File: src/rtl/debug_dump.sv
// Dumps a 21-byte debug frame over UART when the CPU halts: a sync byte,
// four register-file bytes, then sixteen data-memory bytes.
module debug_dump #(
    parameter int         CLKS_PER_BIT = 434,
    parameter logic [7:0] SYNC_BYTE    = 8'hA5
) (
    input  logic       clk,
    input  logic       rst,
    input  logic       stopped,
    input  logic [7:0] read_data,
    output logic       is_dm_access,
    output logic [3:0] read_addr,
    output logic       tx,
    output logic       busy,
    output logic       done
);
    localparam int              BAUD_W     = (CLKS_PER_BIT > 1) ? $clog2(CLKS_PER_BIT) : 1;
    localparam logic [BAUD_W-1:0] BAUD_LAST = BAUD_W'(CLKS_PER_BIT - 1);
    localparam logic [4:0]      LAST_INDEX = 5'd20;
    localparam logic [3:0]      STOP_BIT   = 4'd9;

    typedef enum logic [2:0] {
        S_IDLE,
        S_SETUP,
        S_LOAD,
        S_SEND,
        S_DONE
    } state_t;

    state_t            r_state;
    state_t            w_state_next;
    logic              r_stopped_d;
    logic [4:0]        r_index;
    logic [3:0]        r_bit_cnt;
    logic [BAUD_W-1:0] r_baud_cnt;
    logic [7:0]        r_shift;
    logic              r_tx;
    logic              r_busy;
    logic              r_done;
    logic              r_is_dm;
    logic [3:0]        r_addr;

    logic              w_trigger;
    logic              w_baud_end;
    logic              w_byte_end;
    logic              w_enter_setup;
    logic [4:0]        w_index_next;
    logic              w_dm_next;
    logic [3:0]        w_addr_next;

    assign w_trigger     = stopped & ~r_stopped_d;
    assign w_baud_end    = (r_baud_cnt == BAUD_LAST);
    assign w_byte_end    = w_baud_end && (r_bit_cnt == STOP_BIT);
    assign w_enter_setup = (w_state_next == S_SETUP);

    // Address for the byte about to be set up; it is presented during SETUP so
    // that read_data is valid by the LOAD cycle.
    always_comb begin
        w_index_next = (r_state == S_IDLE) ? 5'd0 : r_index + 5'd1;
        w_dm_next    = 1'b0;
        w_addr_next  = 4'd0;
        if (w_index_next >= 5'd5) begin
            w_dm_next   = 1'b1;
            w_addr_next = 4'(w_index_next - 5'd5);
        end else if (w_index_next != 5'd0) begin
            w_addr_next = 4'(w_index_next - 5'd1);
        end
    end

    always_comb begin
        w_state_next = r_state;
        case (r_state)
            S_IDLE:  if (w_trigger) w_state_next = S_SETUP;
            S_SETUP: w_state_next = S_LOAD;
            S_LOAD:  w_state_next = S_SEND;
            S_SEND: begin
                if (w_byte_end)
                    w_state_next = (r_index == LAST_INDEX) ? S_DONE : S_SETUP;
            end
            S_DONE:  w_state_next = S_IDLE;
            default: w_state_next = S_IDLE;
        endcase
    end

    always_ff @(posedge clk or posedge rst) begin
        if (rst) r_state <= S_IDLE;
        else     r_state <= w_state_next;
    end

    always_ff @(posedge clk or posedge rst) begin
        if (rst) begin
            r_stopped_d <= 1'b0;
            r_index     <= 5'd0;
            r_bit_cnt   <= 4'd0;
            r_baud_cnt  <= '0;
            r_shift     <= 8'd0;
            r_tx        <= 1'b1;
            r_busy      <= 1'b0;
            r_done      <= 1'b0;
            r_is_dm     <= 1'b0;
            r_addr      <= 4'd0;
        end else begin
            r_stopped_d <= stopped;
            if (w_enter_setup) begin
                r_index <= w_index_next;
                r_is_dm <= w_dm_next;
                r_addr  <= w_addr_next;
            end
            case (r_state)
                S_IDLE: begin
                    if (w_trigger) begin
                        r_busy <= 1'b1;
                        r_done <= 1'b0;
                    end
                end
                S_LOAD: begin
                    r_shift    <= (r_index == 5'd0) ? SYNC_BYTE : read_data;
                    r_tx       <= 1'b0;
                    r_bit_cnt  <= 4'd0;
                    r_baud_cnt <= '0;
                end
                S_SEND: begin
                    if (w_baud_end) begin
                        r_baud_cnt <= '0;
                        // Shifting ones in leaves a 1 at bit 0 for the stop bit.
                        if (r_bit_cnt != STOP_BIT) begin
                            r_bit_cnt <= r_bit_cnt + 4'd1;
                            r_tx      <= r_shift[0];
                            r_shift   <= {1'b1, r_shift[7:1]};
                        end
                    end else begin
                        r_baud_cnt <= r_baud_cnt + 1'b1;
                    end
                end
                S_DONE: begin
                    r_busy  <= 1'b0;
                    r_done  <= 1'b1;
                    r_index <= 5'd0;
                    r_is_dm <= 1'b0;
                    r_addr  <= 4'd0;
                end
                default: ;
            endcase
        end
    end

    assign tx           = r_tx;
    assign busy         = r_busy;
    assign done         = r_done;
    assign is_dm_access = r_is_dm;
    assign read_addr    = r_addr;
endmodule

File: config.mk
export PLATFORM = sky130hd
export DESIGN_NAME = debug_dump
export DESIGN_NICKNAME = d
export VERILOG_FILES = /design/src/rtl/debug_dump.sv
export SDC_FILE = /design/constraint.sdc
export NUM_CORES = 1
export LEC_CHECK = 0
export ABC_AREA = 1
export BUFFER_PORTS_ARGS = -buffer_cell sky130_fd_sc_hd__buf_4
export CORE_UTILIZATION = 53
export CTS_BUF_LIST = sky130_fd_sc_hd__clkbuf_4 sky130_fd_sc_hd__clkbuf_8 sky130_fd_sc_hd__clkbuf_16
export CTS_CLUSTER_DIAMETER = 100
export DETAILED_ROUTE_END_ITERATION = 6
export GPL_TIMING_DRIVEN = 1
export PLACE_DENSITY = 0.77
export SLEW_MARGIN = 20
export SYNTH_ARGS = -nofsm -noshare
export SYNTH_HDL_FRONTEND = slang
export SYNTH_SLANG_ARGS = --single-unit
File: constraint.sdc
create_clock -name clk -period 1.7 [get_ports clk]
set_input_delay 0.255 -clock clk [delete_from_list [all_inputs] [get_ports clk]]
set_output_delay 0.255 -clock clk [all_outputs]
set_load 0.01 [all_outputs]
==> summary.md <==
| Metric | Value |
|---|---|
| Result of the run | `finished with violations` |
| Failing checks | `setup timing` |
| Synth-to-Final Area Change | `28.8%` |
| RD Place Congestion | `0.858` |
| Clk sinks | `38` |
| Critical-path cell list | `inv_2, ha_4, nand2_1, nor2_1, nand4_1, nand2_2, nand3_4, buf_6, nand2_4, nand3_1, nand2_1` |
| Count of flip-flops with a built-in enable after synthesis | `0` |
| Synthesized flop and latch total | `38` |
| Slew HR | `68.3%` |
| Period utilization | `100%` |
| Synthesis Warnings | `0` |
| Final Hold Vio Count | `0` |
| Post-Place Cells | `338` |
| Static Leak | `1.35 nW` |
| Avg Cell Area, Syn | `8.10 um2` |
| Vias in the first global route | `1821` |
| CP Capture Type | `flip-flop` |
| Post-synthesis xor/xnor area fraction | `2.46%` |
| CTS HTree Levels | `2` |
| DR pass1 iterations | `6` |
| RSZ-0062 raised after global routing | `yes` |
| Routed WL | `5290 um` |
| Routed WL per cell | `14.8 um` |
| Max FO, Critical Path | `7` |
| Largest family of logic cells by synthesized area | `simple AND/OR/NAND/NOR gates` |
| Core footprint | `3770 um2` |
| I/O Buffers | `18` |
| Post-route insts no fill | `358` |
| Power per cell area | `582 nW/um2` |
| CP dominant cell by count | `nand2_1` |
| Crit Path Class | `flip-flop to flip-flop` |
| Worst min path class | `input port to async pin` |
| CTS tree | `yes` |
| Synthesized instance count | `264` |
| Inserted Clock Buffers | `5` |
| Clk_skew | `0.00643 ns` |
| Clk buf depth | `2` |
| Worst vdd ir | `0.491 mV` |
| Drt drc | `0` |
| Vias per inst | `5.51` |
| DIE AREA | `4290 um2` |
| Clk_lat worst skew | `0.29 ns` |
| Max cap viols | `0` |
| DR vias | `1973` |
| Clk root buf | `clkbuf_8` |
| Syn Nets | `283` |
| Critical Path RT | `1.94 ns` |
| Complex-gate fraction of the synthesized area | `10.6%` |
| Fraction of registers with async set/reset | `100%` |
| Total power | `1.60 mW` |
| First DRT Iteration DRCs | `158` |
| Setup violations, final | `1` |
| Number of cell rows | `22` |
| ANT cells | `0` |
| Initial antenna violation count | `0` |
| Worst slew pin tran | `0.476 ns` |
| Slowest stage cell, crit path | `dfrtp_1` |
| Worst Setup Start Kind | `flip-flop` |
| Crit path DAT | `1.94 ns` |
| Gr usage total | `24.7%` |
| Sequential fraction of the synthesis area | `44.5%` |
| Synth area leader | `dfrtp_1` |
| Top cell type's share of synthesized area | `43.3%` |
| Initial Utilization | `56.7%` |
| Peak Freq | `587 MHz` |
| Largest net degree at the start of global routing | `39` |
| Multiplexer area fraction after synthesis | `0%` |
| Detail Placement HPWL | `3070 um` |
| Clk slew on worst S/H paths | `0.08 ns` |
| Synth unique cells | `33` |
| Period minus WS final | `1.70 ns` |
| First-pass GRT wire length | `8020 um` |
| Synth area leaders | `dfrtp_1 (43%), nand2_1 (11%), nand3_1 (5.6%)` |
| Grt ovf | `0` |
| Slew Limit Fails | `0` |
| Most used DFF post-synth | `dfrtp_1` |
| Final hold slack | `0.0636 ns` |
| Die H | `65.5 um` |
| I/O Pins | `19` |
| Die W | `65.5 um` |
| Final worst slack | `-0.00225 ns` |
| Slowest cell delay on critical path | `0.44 ns` |
| Post-DRT Antenna Nets | `0` |
| Layout cells sized above 1 | `34.8%` |
| Nets | `328` |
| Adder-Cell Fraction of Synth Area | `4.68%` |
| Post-Syn Area | `2140 um2` |
| Synth Area in Simple Gates | `29.6%` |
[cell families after synthesis]
logic type               Yosys count
flip-flops                        38
AO/OA/AOI/OAI                     37
XOR/XNOR                           6
adder cells (fa/ha/maj)            8
buffers and inverters             40
AND/OR/NAND/NOR                  135
[synthesized netlist by cell type (all sizes together) (5+ instances only)]
library cell,count
nand3,27
dfrtp,37
nand2,68
inv,35
ha,8
o21ai,18
o22ai,8
nor2,30
xor2,5
[sequential cells by signal, summed over array words and instances, names as in the netlist]
| name | count |
|---|---|
| r_baud_cnt | 9 |
| r_shift | 8 |
| r_index | 5 |
| r_bit_cnt | 4 |
| read_addr | 4 |
| r_state | 3 |
| busy | 1 |
| done | 1 |
| is_dm_access | 1 |
| r_stopped_d | 1 |
| tx | 1 |
[area by class of cell]
class / count / area (um2)
clock inverter: 2 / 12.5
multi-input combinational: 188 / 1200
tap: 48 / 60.1
fill: 253 / 1020
inverter: 36 / 141
clock buffer: 6 / 82.6
timing repair buffer: 40 / 308
sequential: 38 / 955
[critical path, delay by kind of cell, from the launching register on]
family                   cells  cell delay, ns
AND/OR/NAND/NOR              8            0.81
flip-flops                   1            0.44
buffers and inverters        2            0.26
adder cells (fa/ha/maj)      1            0.14
[metrics by stage]
stage | worst slack, ns | util (%) | area (um2) | TNS (ns)
global placement | -0.0484 | 63.4 | 2390 | -0.201
global route | -0.0802 | 73.1 | 2760 | -0.677
floorplan | 0.0486 | - | 2140 | 0
finish | -0.00225 | 73.1 | 2760 | -0.00225
CTS | 0.00343 | 67.4 | 2540 | 0
detailed placement | -0.107 | 63.4 | 2390 | -0.610
[power by group]
part	internal [mW]	switching (mW)
registers	0.904	0.000510
logic	0.0163	0.0208
clock network	0.326	0.334
total	1.25	0.356
[routing by layer]
layer | share of wire (%) | track usage (%) | vias to the layer above
met3 | 6.1 | 3.65 | 13
met5 | 0 | 0 | -
met4 | 1.9 | 10.6 | 0
met1 | 44 | 32.8 | 939
met2 | 48 | 39.9 | 72
li1 | - | - | 949
[placed cells by master, fill, tap and decap left out, types with 6 or more instances in the layout]
cell	count
buf_4	38
clkbuf_8	6
dfrtp_1	35
inv_1	21
inv_2	12
nand2_1	55
nand2_2	7
nand2_4	8
nand3_1	21
nor2_1	21
o21ai_0	8
o21ai_1	7
o22ai_1	8
[worst paths after layout]
check                           start      endpoint  slack [ns]  cells after the start
max in group asynchronous         rst            tx        1.28                      3
setup / recovery           r_index[0]    r_index[3]      -0.002                     11
setup reg to reg           r_index[0]    r_index[3]      -0.002                     11
min in group clk              stopped   r_stopped_d        0.07                      1
hold reg to reg                    tx            tx        0.47                      2
hold / removal                    rst  read_addr[1]        0.06                      3
[what timing repair did]
item                                    CTS  global route
hold buffers                              0             0
endpoints found under the setup margin   10            11
resized for setup                         5            46
pin swaps                                 2            28
gates cloned                              1             1
buffers inserted                          4             6
No activity file was read; power rests on OpenSTA's default activity.
